File: src/rtl/serial_subtractor_pkg.sv
// Shared types and sizing for the bit-serial subtractor.
// FSM encodings, width limits and counter sizing.
package serial_subtractor_pkg;

  typedef enum logic [1:0] {
    S_IDLE = 2'd0,
    S_RUN  = 2'd1,
    S_DONE = 2'd2,
    S_BAD  = 2'd3
  } state_t;

  localparam int WIDTH_MIN = 2;
  localparam int WIDTH_MAX = 32;

  function automatic int cnt_w(input int w);
    return $clog2(w) + 1;
  endfunction

endpackage

File: src/rtl/serial_subtractor_if.sv
// Start/busy/done handshake and operand/result bundle.
// master drives requests, slave is the subtractor.
interface serial_subtractor_if #(
  parameter int WIDTH = 8
);
  logic             start;
  logic [WIDTH-1:0] x;
  logic [WIDTH-1:0] y;
  logic             busy;
  logic             done;
  logic [WIDTH-1:0] diff;
  logic             borrow;

  modport master (
    output start, x, y,
    input  busy, done, diff, borrow
  );

  modport slave (
    input  start, x, y,
    output busy, done, diff, borrow
  );
endinterface

File: src/rtl/serial_subtractor_fs.sv
// One-bit full subtractor cell, port order of full_adder.
// d = a - b - bin, bout is the borrow out.
module full_subtractor (
  input  logic a,
  input  logic b,
  input  logic bin,
  output logic d,
  output logic bout
);
  assign d    = a ^ b ^ bin;
  assign bout = (~a & b) | (~(a ^ b) & bin);
endmodule

File: src/rtl/serial_subtractor.sv
// Bit-serial unsigned subtractor, LSB first, one bit per clock.
// Single full_subtractor cell, shift registers, start/busy/done FSM.
module serial_subtractor
  import serial_subtractor_pkg::*;
#(
  parameter int WIDTH = 8
) (
  input  logic clk,
  input  logic reset,
  serial_subtractor_if.slave bus
);

  localparam int CW = cnt_w(WIDTH);

  state_t           state;
  state_t           next;
  logic [WIDTH-1:0] xs;
  logic [WIDTH-1:0] ys;
  logic [WIDTH-1:0] rs;
  logic [WIDTH-1:0] diff_q;
  logic             borrow_q;
  logic             bflop;
  logic [CW-1:0]    cnt;
  logic             d;
  logic             bout;
  logic             last;
  logic             capture;
  logic [WIDTH-1:0] rs_next;

  full_subtractor u_fs (
    .a   (xs[0]),
    .b   (ys[0]),
    .bin (bflop),
    .d   (d),
    .bout(bout)
  );

  assign last    = (cnt == CW'(WIDTH - 1));
  assign rs_next = {d, rs[WIDTH-1:1]};
  assign capture = bus.start &&
                   (state == S_IDLE || state == S_DONE);

  always_comb begin
    next = state;
    unique case (state)
      S_IDLE: if (bus.start) next = S_RUN;
      S_RUN:  if (last) next = S_DONE;
      S_DONE: next = bus.start ? S_RUN : S_IDLE;
      default: next = S_IDLE;
    endcase
  end

  // diff/borrow only move on the completing edge
  always_ff @(posedge clk) begin
    if (reset) begin
      state    <= S_IDLE;
      xs       <= '0;
      ys       <= '0;
      rs       <= '0;
      bflop    <= 1'b0;
      cnt      <= '0;
      diff_q   <= '0;
      borrow_q <= 1'b0;
    end else begin
      state <= next;
      if (capture) begin
        xs    <= bus.x;
        ys    <= bus.y;
        rs    <= '0;
        bflop <= 1'b0;
        cnt   <= '0;
      end else if (state == S_RUN) begin
        xs    <= xs >> 1;
        ys    <= ys >> 1;
        rs    <= rs_next;
        bflop <= bout;
        cnt   <= cnt + CW'(1);
        if (last) begin
          diff_q   <= rs_next;
          borrow_q <= bout;
        end
      end
    end
  end

  assign bus.busy   = (state == S_RUN);
  assign bus.done   = (state == S_DONE);
  assign bus.diff   = diff_q;
  assign bus.borrow = borrow_q;

endmodule

File: src/flat_wrapper.sv
// flat-port wrapper written by rule: the top's interface ports become plain ports
module serial_subtractor_flat import serial_subtractor_pkg::*;
#(
  parameter int WIDTH = 8
)
  (clk, reset, bus_start, bus_x, bus_y, bus_busy, bus_done, bus_diff, bus_borrow);
  serial_subtractor_if #(.WIDTH(WIDTH)) bus_i ();
  input  logic clk;
  input  logic reset;
  input wire logic [$bits(bus_i.start)-1:0] bus_start;
  input wire logic [$bits(bus_i.x)-1:0] bus_x;
  input wire logic [$bits(bus_i.y)-1:0] bus_y;
  output wire logic [$bits(bus_i.busy)-1:0] bus_busy;
  output wire logic [$bits(bus_i.done)-1:0] bus_done;
  output wire logic [$bits(bus_i.diff)-1:0] bus_diff;
  output wire logic [$bits(bus_i.borrow)-1:0] bus_borrow;
  assign bus_i.start = bus_start;
  assign bus_i.x = bus_x;
  assign bus_i.y = bus_y;
  assign bus_busy = bus_i.busy;
  assign bus_done = bus_i.done;
  assign bus_diff = bus_i.diff;
  assign bus_borrow = bus_i.borrow;
  serial_subtractor #(.WIDTH(WIDTH)) u_core (.clk(clk), .reset(reset), .bus(bus_i));
endmodule
File: config.mk
export PLATFORM = sky130hd
export DESIGN_NAME = serial_subtractor_flat
export DESIGN_NICKNAME = d
export VERILOG_FILES = /design/src/rtl/serial_subtractor_pkg.sv /design/src/rtl/serial_subtractor_if.sv /design/src/rtl/serial_subtractor_fs.sv /design/src/rtl/serial_subtractor.sv /design/src/flat_wrapper.sv
export SDC_FILE = /design/constraint.sdc
export NUM_CORES = 1
export LEC_CHECK = 0
export ABC_AREA = 1
export CORE_MARGIN = 4
export CORE_UTILIZATION = 40
export DETAILED_ROUTE_END_ITERATION = 8
export PLACE_DENSITY = 0.61
export SLEW_MARGIN = 20
export SYNTH_ARGS = -nofsm -noshare
export SYNTH_HDL_FRONTEND = slang
export SYNTH_SLANG_ARGS = --single-unit
File: constraint.sdc
create_clock -name clk -period 1.35 [get_ports clk]
set_input_delay 0.2025 -clock clk [delete_from_list [all_inputs] [get_ports clk]]
set_output_delay 0.2025 -clock clk [all_outputs]
set_load 0.02 [all_outputs]
==> results of run 1 <==
[power groups by stage]
| stage | registers [uW] | clock network, uW | logic, uW |
|---|---|---|---|
| final | 1240 | 973 | 352 |
| after global routing | 1250 | 1050 | 404 |
| after CTS | 1240 | 999 | 353 |
| after detailed placement | 1260 | 0 | 352 |
| after global placement | 1260 | 0 | 350 |
| after floorplan | 1250 | 0 | 245 |
[metrics by stage]
stage          TNS (ns)   util
3_5_place_dp      -2.66  0.515
6_report              0  0.541
5_1_grt               0  0.541
3_3_place_gp      -1.94  0.515
4_1_cts               0  0.539
2_1_floorplan         0      -
[layout make-up]
class                           instances  area, um^2
Clock buffer                            5        68.8
Clock inverter                          3        43.8
Fill cell                             440        1890
Inverter                               38         148
Multi-Input combinational cell        158         744
Sequential cell                        39         782
Tap cell                               50        62.6
Timing Repair Buffer                   43         378
[cell usage in the layout, fill, tap and decap left out]
master,n
a21oi_1,15
a21oi_2,1
buf_4,13
buf_6,1
bufinv_16,1
clkbuf_2,2
clkbuf_8,5
clkdlybuf4s50_1,18
clkinv_2,1
clkinv_4,1
dfxtp_1,38
dfxtp_2,1
dlygate4sd2_1,9
fa_1,1
ha_2,1
inv_1,33
inv_2,3
inv_4,2
nand2_1,62
nand2_2,1
nand2_4,3
nand3_1,23
nand3_2,2
nor2_1,32
nor2_2,2
nor2_4,1
o21ai_0,12
o21ai_1,1
xor2_1,1
[layer usage]
metal | global-route usage | routed length [um]
met5 | 0 | 0
met4 | 0.0423 | 23
met3 | 0.0568 | 160
met2 | 0.209 | 1430
met1 | 0.190 | 1870
[critical path: stages (launching register included)]
cell and delay (ns):
dfxtp_2 0.40, buf_4 0.16, inv_4 0.04, nand2_4 0.13
nand2_2 0.10, inv_4 0.12, nand2_1 0.06, nand2_1 0.06
nor2_1 0.03
[registers in the layout, summed over array words and instances (netlist names)]
name,cells
u_core.state,2
u_core.bflop,1
u_core.bus.borrow,1
u_core.xs,8
u_core.cnt,4
u_core.rs,7
u_core.ys,8
u_core.bus.diff,8
[timing repair]
action                     in CTS  in global routing
buffers inserted                0                  0
resized for setup              13                  8
setup endpoints to repair      26                 30
[how the worst min path moves through the flow]
stage	slack, ns	endpoint
after floorplan	0.34	u_core.xs[7]
after global placement	0.45	u_core.ys[7]
after detailed placement	0.46	u_core.bus.diff[4]
after CTS	0.47	u_core.bus.diff[4]
after global routing	0.48	u_core.bus.diff[7]
final	0.46	u_core.bus.diff[3]
[cells by family after synthesis]
kind of cell / share of synthesized area
AO/OA/AOI/OAI: 0.0852
adder cells (fa/ha/maj): 0.0186
buffers and inverters: 0.133
XOR/XNOR: 0.00502
AND/OR/NAND/NOR: 0.312
flip-flops: 0.447
==> impl_metrics.csv, run 1 <==
group,metric,value,unit
status,status,"finished, final reports clean",
cells_and_area,finalNonFillerCells,336,
setup_path,arrival,1.40,ns
floorplan,core.rowCount,23,
sta,fin_crit,1.22,ns
global_route,antenna_found_initial,0,
synthesis,synth.most_common_cell,"nand2_1",
synthesis,ys_seq_area_frac,0.447,
detailed_routing,wl_per_cell,10.4,um
sta,finalWorstSetupSlack,0.134,ns
detailed_routing,via_per_inst,4.40,
cts,cts_max_level,2,
cts,numClockSinks,39,
power_and_ir_drop,switching_power,648,uW
global_route,grt_first_pass_wirelength,5.89,mm
synthesis,yosysWarnings,0,
setup_path,critical_path_class,"reg2reg",
min_path,min_path_cells,2,
sta,hold_viol,0,
synthesis,syn_area,0.00175,mm^2
placed_design,placed_cells,328,
cts,cts_buffer_depth,2,
power_and_ir_drop,p_per_area,1150,mW/mm^2
setup_path,critPathCaptureType,"flop",
sta,setup_violations,0,
cells_and_area,final_nets,306,
synthesis,syn-num-nets,267,
cts,cts_buffers,5,
floorplan,io_pins,30,
cells_and_area,drive_gt1_frac,0.143,
placed_design,pre_cts_slack,-0.180,ns
sta,worstMarginPinSlew,0.253,ns
synthesis,synth_edf_count,0,
sta,slew_headroom,0.831,
detailed_routing,route.detailed.drc,0,
sta,skew,0.00902,ns
sta,fin_crit_sh,0.901,
sta,rsz0062_at_grt,"false",
global_route,track_usage,0.141,
placed_design,dpl_cell_area,0.00212,mm^2
setup_path,regToRegSetupSlack,0.13,ns
setup_path,start_kind,"flop",
sta,fin_hold_ws,0.464,ns
cells_and_area,antenna_cells,0,
setup_path,setup.worst_path.end,"u_core.xs[3]",
synthesis,ys_ff_latch,39,
cells_and_area,area_growth,27.5,%
global_route,grt_pass1_vias,1342,
setup_path,r2r_cells,8,
flow_run,maxCapViolCount,0,
floorplan,dieWidth,74.1,um
setup_path,critPathRequiredTime,1.54,ns
synthesis,synth_commonest_cells,"nand2_1 (62), dfxtp_1 (39), inv_1 (33), nor2_1 (33), nand3_1 (24)",
power_and_ir_drop,p_total,2560,uW
synthesis,synth_top_area_frac,0.447,
floorplan,core_area,0.00412,mm^2
detailed_routing,dr.pass1.iters,4,
setup_path,r2r_start,"u_core.state[0]",
power_and_ir_drop,seqPwrFrac,0.483,
floorplan,initial_core_util,0.424,
sta,slew_violations,0,
cts,path_clk_slew,0.08,ns
power_and_ir_drop,swShare,0.253,
synthesis,yosysUniqueCellTypes,23,
detailed_routing,antenna_left,0,
synthesis,syn-mean-instance-area,7.10,um^2
floorplan,design.die.area,0.00549,mm^2
synthesis,synth_top_cell_by_area,"dfxtp_1",
synthesis,ys.flop_type,"dfxtp_1",
power_and_ir_drop,pwr-share-clk,0.380,
power_and_ir_drop,combPwrFrac,0.137,
cts,tritoncts,"done",
setup_path,crit_start,"u_core.state[0]",
power_and_ir_drop,power.leakage,0.00104,uW
cts,root_buffer,"clkbuf_8",
placed_design,place_congestion,0.717,
power_and_ir_drop,ir_drop,634,uV
global_route,grt_max_degree,20,
sta,timing.fmax,0.822,GHz
placed_design,port_buffers,29,
global_route,gr-total-overflow,0,
detailed_routing,wirelength,3.48,mm
detailed_routing,vias,1477,
cells_and_area,fin_area,0.00223,mm^2
detailed_routing,first_iter_violations,88,
cts,cts_hold_buf,0,
cts,clkLatencyLatePin,0.29,ns
floorplan,fp.dieH,74.1,um
min_path,hold_path_class,"reg2reg",
setup_path,crit_fanout,15,
power_and_ir_drop,power.internal,1910,uW
placed_design,dp_hpwl,2.50,mm
synthesis,synthArstFlopShare,0,
synthesis,syn-instance-count,246,
setup_path,worst_r2r_endpoint,"u_core.xs[3]",
min_path,hp-start,"u_core.bus.diff[3]",
synthesis,synth_area_leaders,"dfxtp_1 (45%), nand2_1 (13%), inv_1 (7.1%)",
(Power assumes the default switching activity.)
==> run 2, diff against run 1 <==
- CAP_MARGIN: unset -> 10
==> results of run 2 <==
No change in the layout: final DEF, timing and power equal those of run 1.
